===== src/rtl/spi_master_pkg.sv =====
// Shared constants for the dual-device SPI master.
// State codes, device indices and default sizing.
package spi_master_pkg;

  localparam logic [2:0] ST_IDLE     = 3'd0;
  localparam logic [2:0] ST_SETUP    = 3'd1;
  localparam logic [2:0] ST_SHIFT_HI = 3'd2;
  localparam logic [2:0] ST_SHIFT_LO = 3'd3;
  localparam logic [2:0] ST_HOLD     = 3'd4;
  localparam logic [2:0] ST_GAP      = 3'd5;

  localparam int DEV_ADF4002 = 0;
  localparam int DEV_LMX2594 = 1;

  localparam int DEF_MAX_BITS = 24;
  localparam int DEF_CLK_DIV  = 4;
  localparam int DEF_CS_GAP   = 1;

  function automatic logic [7:0] clamp_depth(
    input logic [7:0] d,
    input logic [7:0] max_bits
  );
    return (d > max_bits) ? max_bits : d;
  endfunction

endpackage


===== src/rtl/spi_tick_gen.sv =====
// Half-period tick generator for the SPI master.
// Emits a one-cycle tick every CLK_DIV cycles while not cleared.
module spi_tick_gen #(
  parameter int CLK_DIV = 4
) (
  input  logic clk,
  input  logic rst_n,
  input  logic clr,
  output logic tick
);

  localparam int CW = (CLK_DIV > 1) ? $clog2(CLK_DIV) : 1;
  localparam logic [CW-1:0] LAST = CW'(CLK_DIV - 1);

  logic [CW-1:0] cnt;

  always_ff @(posedge clk) begin
    if (!rst_n || clr)
      cnt <= '0;
    else if (cnt == LAST)
      cnt <= '0;
    else
      cnt <= cnt + 1'b1;
  end

  assign tick = !clr && (cnt == LAST);

endmodule


===== src/rtl/spi_master_dual.sv =====
// Shared-bus SPI master for the ADF4002 (cs 0) and LMX2594 (cs 1).
// Mode 0, MSB-first, optional MISO capture.
module spi_master_dual
  import spi_master_pkg::*;
#(
  parameter int CLK_DIV  = DEF_CLK_DIV,
  parameter int CS_GAP   = DEF_CS_GAP,
  parameter int MAX_BITS = DEF_MAX_BITS
) (
  input  logic                clk,
  input  logic                rst_n,
  input  logic [1:0]          spi_start,
  input  logic                spi_dir,
  input  logic [MAX_BITS-1:0] spi_data_tx,
  input  logic [7:0]          spi_data_depth,
  output logic [1:0]          spi_ready,
  output logic [MAX_BITS-1:0] spi_data_rx,
  output logic                rx_valid,
  output logic                sclk,
  output logic                mosi,
  input  logic                miso,
  output logic [1:0]          cs_n
);

  localparam logic [7:0] MAX8 = 8'(MAX_BITS);
  localparam int GW = (CS_GAP > 1) ? $clog2(CS_GAP) : 1;
  localparam logic [GW-1:0] GAP_LAST = GW'(CS_GAP - 1);

  logic [2:0]          state;
  logic [7:0]          bit_cnt;
  logic [MAX_BITS-1:0] tx_sr;
  logic [MAX_BITS-1:0] rx_sr;
  logic                dir_q;
  logic                zero_q;
  logic [GW-1:0]       gap_cnt;
  logic                tick;

  logic                accept;
  logic [7:0]          n_eff;
  logic [1:0]          cs_drop;
  logic [MAX_BITS-1:0] tx_aligned;

  spi_tick_gen #(.CLK_DIV(CLK_DIV)) u_tick (
    .clk   (clk),
    .rst_n (rst_n),
    .clr   (state == ST_IDLE),
    .tick  (tick)
  );

  // Frame is left-aligned so the next bit is always the top bit.
  always_comb begin
    accept     = (state == ST_IDLE) && (spi_start != 2'b00);
    n_eff      = clamp_depth(spi_data_depth, MAX8);
    tx_aligned = spi_data_tx << (MAX8 - n_eff);
    cs_drop    = spi_start[DEV_ADF4002] ? 2'b10 : 2'b01;
  end

  always_ff @(posedge clk) begin
    if (!rst_n) begin
      state       <= ST_IDLE;
      spi_ready   <= 2'b00;
      cs_n        <= 2'b11;
      sclk        <= 1'b0;
      mosi        <= 1'b0;
      rx_valid    <= 1'b0;
      spi_data_rx <= '0;
      bit_cnt     <= '0;
      tx_sr       <= '0;
      rx_sr       <= '0;
      dir_q       <= 1'b0;
      zero_q      <= 1'b0;
      gap_cnt     <= '0;
    end else begin
      rx_valid <= 1'b0;
      case (state)
        ST_IDLE: begin
          if (accept) begin
            spi_ready <= 2'b00;
            dir_q     <= spi_dir;
            gap_cnt   <= '0;
            if (n_eff == 8'd0) begin
              zero_q <= 1'b1;
              state  <= ST_GAP;
            end else begin
              zero_q  <= 1'b0;
              cs_n    <= cs_drop;
              tx_sr   <= tx_aligned;
              mosi    <= tx_aligned[MAX_BITS-1];
              bit_cnt <= n_eff;
              rx_sr   <= '0;
              state   <= ST_SETUP;
            end
          end else begin
            spi_ready <= 2'b11;
          end
        end
        ST_SETUP: begin
          if (tick) begin
            state <= ST_SHIFT_HI;
            sclk  <= 1'b1;
            rx_sr <= {rx_sr[MAX_BITS-2:0], miso};
          end
        end
        ST_SHIFT_HI: begin
          if (tick) begin
            state   <= ST_SHIFT_LO;
            sclk    <= 1'b0;
            bit_cnt <= 8'(bit_cnt - 8'd1);
            if (bit_cnt != 8'd1) begin
              tx_sr <= tx_sr << 1;
              mosi  <= tx_sr[MAX_BITS-2];
            end
          end
        end
        ST_SHIFT_LO: begin
          if (tick) begin
            if (bit_cnt != 8'd0) begin
              state <= ST_SHIFT_HI;
              sclk  <= 1'b1;
              rx_sr <= {rx_sr[MAX_BITS-2:0], miso};
            end else begin
              state <= ST_HOLD;
              mosi  <= 1'b0;
            end
          end
        end
        ST_HOLD: begin
          if (tick) begin
            cs_n    <= 2'b11;
            state   <= ST_GAP;
            gap_cnt <= '0;
            if (dir_q) begin
              spi_data_rx <= rx_sr;
              rx_valid    <= 1'b1;
            end
          end
        end
        ST_GAP: begin
          // An empty frame only spends one cycle here.
          if (zero_q) begin
            zero_q    <= 1'b0;
            state     <= ST_IDLE;
            spi_ready <= 2'b11;
          end else if (tick) begin
            if (gap_cnt == GAP_LAST) begin
              state     <= ST_IDLE;
              spi_ready <= 2'b11;
            end else begin
              gap_cnt <= gap_cnt + 1'b1;
            end
          end
        end
        default: state <= ST_IDLE;
      endcase
    end
  end

endmodule


===== config.mk =====
export PLATFORM = sky130hd
export DESIGN_NAME = spi_master_dual
export DESIGN_NICKNAME = d
export VERILOG_FILES = /design/src/rtl/spi_master_pkg.sv /design/src/rtl/spi_tick_gen.sv /design/src/rtl/spi_master_dual.sv
export SDC_FILE = /design/constraint.sdc
export NUM_CORES = 1
export LEC_CHECK = 0
export ABC_CLOCK_PERIOD_IN_PS = 8770
export CORE_ASPECT_RATIO = 1.5
export CORE_MARGIN = 2
export CORE_UTILIZATION = 35
export CTS_BUF_LIST = sky130_fd_sc_hd__clkbuf_2 sky130_fd_sc_hd__clkbuf_4 sky130_fd_sc_hd__clkbuf_8
export CTS_CLUSTER_DIAMETER = 200
export DETAILED_ROUTE_END_ITERATION = 10
export GPL_TIMING_DRIVEN = 0
export SLEW_MARGIN = 20
export SYNTH_ARGS = -nofsm -noshare
export SYNTH_HDL_FRONTEND = slang
export SYNTH_SLANG_ARGS = --single-unit

===== constraint.sdc =====
create_clock -name clk -period 8.77 [get_ports clk]
set_input_delay 2.631 -clock clk [delete_from_list [all_inputs] [get_ports clk]]
set_output_delay 2.631 -clock clk [all_outputs]
set_load 0.005 [all_outputs]

Word level (Yosys, flattened, before mapping)
Index checks and enable logic that the tools add are counted.
{ "word_totals": {"elab_cells": 128, "out_inout_bits": 31, "register_bits": 94} }
{ "classes": {"shifts": 1, "n_reduce_logical": 30, "n_lt_le_gt_ge": 1, "addsub": 4, "eq_ne": 20, "muxes": 58} }
{ "op_table": {"columns": ["operator", "n"], "rows": [
  ["2-to-1 mux 24 bit", 5],
  ["2-to-1 mux 23 bit", 4],
  ["one-hot mux 24 bit (3 select lines)", 1],
  ["one-hot mux 23 bit (2 select lines)", 1],
  ["2-to-1 mux 8 bit", 4],
  ["2-to-1 mux 3 bit", 10],
  ["<< shifter 24 x 8 -> 24 bit", 1],
  ["!= test 2 bit (second input constant)", 11],
  ["one-hot mux 3 bit (6 select lines)", 1],
  ["2-to-1 mux 1 bit", 17],
  ["2-to-1 mux 2 bit", 8],
  ["one-hot mux 8 bit (2 select lines)", 1],
  ["AND reduction 5 bit", 3],
  ["AND reduction 7 bit", 2],
  ["nonzero test 3 bit", 4],
  ["one-hot mux 1 bit (3 select lines)", 3],
  ["AND reduction 3 bit", 3],
  ["greater-than comparator 8 x 5 -> 1 bit (second input constant)", 1],
  ["zero test 8 bit", 1],
  ["!= test 8 x 1 -> 1 bit (second input constant)", 1],
  ["one-hot mux 2 bit (2 select lines)", 2],
  ["AND reduction 4 bit", 2],
  ["nonzero test 2 bit", 4],
  ["nonzero test 8 bit", 1],
  ["17 further kinds", 23]
]} }

Longest topological paths before layout
{ "logic_depth": {"depth_word": 7, "mapped_depth": 14, "mapped_depth_nobuf": 11} }

Modules after synthesis
From an unflattened synthesis, not the netlist that was laid out.
{ "hier_totals": {"hier_cells": 718, "hier_area_um2": 5554.1} }
{ "by_module_without_submodules": {"columns": ["mod", "area_each_um2", "cells_per_inst", "n_inst", "seq_area_each_um2"], "rows": [
  ["spi_master_dual", 5465.2, 712, 1, 1801.7],
  ["spi_tick_gen", 88.8, 6, 1, 40.0]
]} }

Least setup slack after synthesis
OpenSTA, ideal clock, no wires.
{ "synth_timing": {"path_type": "input to register", "from": "input spi_data_depth[3]", "to": "register tx_sr[6]", "t_arrival_ns": 5.290, "path_buffers": 4, "setup_ns": 0.123, "slack_ns": 3.357, "path_stages": 12, "path_cell_list": "buf_6 > a2111o_1 > nor2_4 > buf_4 > inv_1 > ha_1 > clkbuf_1 > clkbuf_1 > mux2i_1 > mux2i_1 > a221oi_1 > nor2_1"} }
{ "synth_between": {"elab_chain_len": 7} }
{ "synth_lines": {"columns": ["element", "line", "text"], "rows": [
  ["start: declaration", "spi_master_dual.sv:15", "input logic [7:0] spi_data_depth,"],
  ["greater-than comparator 8 x 5 -> 1 bit", "spi_master_pkg.sv:23", "return (d > max_bits) ? max_bits : d;"],
  ["2-to-1 mux 8 bit *", "spi_master_pkg.sv:23", null],
  ["subtractor 5 x 8 -> 8 bit", "spi_master_dual.sv:54", "tx_aligned = spi_data_tx << (MAX8 - n_eff);"],
  ["<< shifter 24 x 8 -> 24 bit", "spi_master_dual.sv:54", null],
  ["2-to-1 mux 23 bit", "spi_master_dual.sv:81", "if (n_eff == 8'd0) begin"],
  ["2-to-1 mux 23 bit", "spi_master_dual.sv:77", "if (accept) begin"],
  ["one-hot mux 23 bit (2 select lines)", "spi_master_dual.sv:75", "case (state)"],
  ["end signal: assignment", "spi_master_dual.sv:87", "tx_sr <= tx_aligned;"],
  ["end signal: assignment", "spi_master_dual.sv:110", "tx_sr <= tx_sr << 1;"],
  ["end: declaration", "spi_master_dual.sv:31", "logic [MAX_BITS-1:0] tx_sr;"]
]} }
Every way passes the cells marked *; elsewhere a longest branch is shown, timed or not. The select of a mux whose other input is x is not followed.
A chain may end at the register's enable or synchronous reset.

Final worst setup path
{ "layout_timing": {"from": "input spi_data_depth[4]", "to": "register tx_sr[21]"} }
The elaborated chain is that of the path after synthesis.

==> results.sh <==
export IMPL_post_cts_buffers=0
export IMPL_ys_ff_latch=92
export IMPL_power_total_uw=989
export IMPL_reg2reg_to="rx_sr[12]$_SDFFE_PN0P_"
export IMPL_cts_path_max_buffers=2
export IMPL_min_path_type="register to register"
export IMPL_fin_crit_sh_pct=72.7
export IMPL_cts_buffers=9
export IMPL_layout_common_cells="100 x nand2_1, 95 x a21oi_1, 92 x dfxtp_1"
export IMPL_synth_edf_count=0
export IMPL_power_leakage_nw=2.08
export IMPL_floorplan_initialDensity_pct=35.8
export IMPL_reg2reg_depth=9
export IMPL_grt_most_used_layer="met2"
export IMPL_async_flop_share_pct=0
export IMPL_die_area_um2=15900
export IMPL_max_cap_viol_count=0
export IMPL_num_rows=54
export IMPL_cp_required_ps=9050
export IMPL_worstSetupStartpoint="spi_data_depth[4]"
export IMPL_clk_latency_ps=370
export IMPL_grt_pass1_vias=5041
export IMPL_htreeDepth=3
export IMPL_synthAdderAreaFrac_pct=1.20
export IMPL_power_density_nw_per_um2=157
export IMPL_fmax_ghz=0.157
export IMPL_vdd_ir_drop_max_mv=0.0622
export IMPL_power_share_sequential_pct=46.3
export IMPL_fin_worst_skew_ps=16.3
export IMPL_setup_violations=0
export IMPL_combPwrFrac_pct=24.8
export IMPL_worst_slew_pin_slew_ps=1020
export IMPL_synth_top_area_share_pct=35.4
export IMPL_cts_tree="built"
export IMPL_ys_warn_count=0
export IMPL_place_ws_ps=2060
export IMPL_antenna_found_initial=0
export IMPL_met1_usage_pct=21.7
export IMPL_cts_resized=0
export IMPL_crit_path_end_kind="register"
export IMPL_drtPass1Iterations=5
export IMPL_hpwlAfterDp_mm=12.6
export IMPL_synth_fp_nets=696
export IMPL_hold_violations=0
export IMPL_slew_violations=0
export IMPL_syn_instance_count=653
export IMPL_synth_xor_area_share_pct=0.481
export IMPL_fin_crit_ps=6370
export IMPL_yosysTopAreaCell="dfxtp_1"
export IMPL_ys_types=62
export IMPL_layout_commonest_cell="nand2_1"
export IMPL_fp_dieW_um=104
export IMPL_status="completed"
export IMPL_p_int_uw=674
export IMPL_muxShareOfSynthArea_pct=10.1
export IMPL_relSlewSlack_pct=31.7
export IMPL_p_sw_uw=316
export IMPL_route_detailed_drc=0
export IMPL_ys_seq_area_share_pct=35.4
export IMPL_wirelength_mm=16.0
export IMPL_diodes=0
export IMPL_layout_setup_ws_ps=2400
export IMPL_die_h_um=153
export IMPL_gp_congestion=0.919
export IMPL_crit_arrival_ps=6650
export IMPL_clockRootBuffer="clkbuf_8"
export IMPL_rsz0062_at_grt="false"
export IMPL_crit_fanout=10
export IMPL_portBuffers=67
export IMPL_vias_per_cell=5.60
export IMPL_ant_nets=0
export IMPL_critPathKind="input port to register"
export IMPL_vias=5208
export IMPL_overflow=0
export IMPL_synth_avg_cell_area_um2=7.96
export IMPL_endpoint="tx_sr[21]$_SDFFE_PN0P_"
export IMPL_ctsHoldBuffers=0
export IMPL_grt_pass1_wl_mm=26.0
export IMPL_r2r_slack_ps=6000
export IMPL_syn_cell_area_um2=5200
export IMPL_grt_total_usage_pct=20.0
export IMPL_synth_simple_area_share_pct=22.1
export IMPL_path_clk_slew_ps=90
export IMPL_tns_ps=0
export IMPL_p_sw_share_pct=31.9
export IMPL_drive_gt1_share_pct=7.77
export IMPL_synth_compound_area_share_pct=24.9
export IMPL_synth_top_family_by_area="compound AO/OA/AOI/OAI gates"
export IMPL_use_met2_pct=38.4
export IMPL_avgRoutedWirePerCell_um=17.2
export IMPL_nets=774
export IMPL_synth_ff_type="dfxtp_1"
export IMPL_dp_cells=916
export IMPL_layout_cells_non_filler=930
export IMPL_synthTopCellsByArea="dfxtp_1 35%, a21oi_1 9.1%, nand2_1 7.2%, mux4_2 6.9%, nand3_1 4.5%"
export IMPL_grtUsageMet3_pct=2.30
export IMPL_core_area_um2=14500
export IMPL_start_kind="input port"
export IMPL_reg2reg_from="bit_cnt[2]$_SDFFE_PN0P_"
export IMPL_clockPowerShare_pct=28.9
export IMPL_clock_sinks=92
export IMPL_drt_iter0_drc=336
export IMPL_syn2layout_area_growth_pct=21.2
export IMPL_io_pins=69
export IMPL_grt_max_degree=15
-- cell usage after synthesis, types with 4 or more instances --
| cell type | count |
|---|---|
| a211oi_1 | 9 |
| a21oi_1 | 95 |
| a221oi_1 | 5 |
| a22oi_1 | 4 |
| and3_1 | 7 |
| buf_1 | 4 |
| buf_2 | 6 |
| clkbuf_1 | 42 |
| dfxtp_1 | 92 |
| ha_1 | 5 |
| inv_1 | 10 |
| mux2i_1 | 15 |
| mux4_2 | 16 |
| nand2_1 | 100 |
| nand2b_1 | 6 |
| nand3_1 | 47 |
| nor2_1 | 39 |
| nor2b_1 | 4 |
| nor3_1 | 11 |
| nor4_1 | 8 |
| o211ai_1 | 8 |
| o21ai_0 | 43 |
| o21ai_1 | 4 |
| o221ai_1 | 5 |
| or3_1 | 7 |
-- worst min-delay path by stage --
stage	cells past startpoint	end	slack, ps	from
5_1_grt	1	u_tick.cnt[0]$_SDFF_PP0_	480	u_tick.cnt[0]$_SDFF_PP0_
6_report	1	u_tick.cnt[0]$_SDFF_PP0_	450	u_tick.cnt[0]$_SDFF_PP0_
3_3_place_gp	1	u_tick.cnt[0]$_SDFF_PP0_	420	u_tick.cnt[0]$_SDFF_PP0_
4_1_cts	1	u_tick.cnt[0]$_SDFF_PP0_	450	u_tick.cnt[0]$_SDFF_PP0_
2_1_floorplan	1	u_tick.cnt[0]$_SDFF_PP0_	410	u_tick.cnt[0]$_SDFF_PP0_
3_5_place_dp	1	u_tick.cnt[0]$_SDFF_PP0_	440	u_tick.cnt[0]$_SDFF_PP0_
-- metal layers --
metal | wire length, um | vias to the layer above
li1 | - | 2541
met1 | 6340 | 2478
met2 | 8580 | 151
met3 | 510 | 38
met4 | 574 | 0
met5 | 0 | -
-- flip-flops by register name, summed over array words and instances, names as in the netlist, 2 cells and up --
register and cells:
spi_data_rx 24, state 3, tx_sr 23, u_tick.cnt 2, rx_sr 24, bit_cnt 8, cs_n 2
-- final cells by class --
class / instances / area, um2
Sequential cell: 92 / 1840
Tap cell: 196 / 245
Clock inverter: 4 / 48.8
Timing Repair Buffer: 67 / 671
Inverter: 11 / 41.3
Fill cell: 1492 / 8230
Buffer: 57 / 256
Clock buffer: 10 / 138
Multi-Input combinational cell: 493 / 3060
-- power by group through the flow --
stage | combinational, mW | clock (mW) | sequential, mW
2_1_floorplan | 0.160 | 0 | 0.462
3_3_place_gp | 0.238 | 0 | 0.466
3_5_place_dp | 0.242 | 0 | 0.467
4_1_cts | 0.243 | 0.287 | 0.457
5_1_grt | 0.267 | 0.307 | 0.461
6_report | 0.245 | 0.286 | 0.458
-- critical path, stage by stage --
cell and delay, ps:
clkdlybuf4s50_1 480, a2111o_1 530, nor2_4 200, buf_4 230, inv_1 100, ha_1 410
clkbuf_1 300, a211oi_1 830, mux2i_1 340, a211oi_1 300, a211oi_1 80, o221ai_1 210
-- stage by stage --
| stage | hold slack (ps) | utilization, % | instance area (um2) |
|---|---|---|---|
| final | 446 | 43.4 | 6300 |
| after detailed placement | 436 | 42.1 | 6110 |
| after CTS | 448 | 43.4 | 6300 |
| after global placement | 418 | 42.1 | 6110 |
| after floorplan | 407 | - | 5200 |
| after global routing | 476 | 43.4 | 6300 |
-- cell families (layout without fill, tap and decap cells) --
logic type / Yosys count / count (layout)
compound gates: 208 / 208
buf+inv: 68 / 149
xor+xnor: 2 / 2
fa+ha+maj: 5 / 5
flops: 92 / 92
mux: 32 / 32
simple gates: 246 / 246
Power figures use the tool's default switching activity.
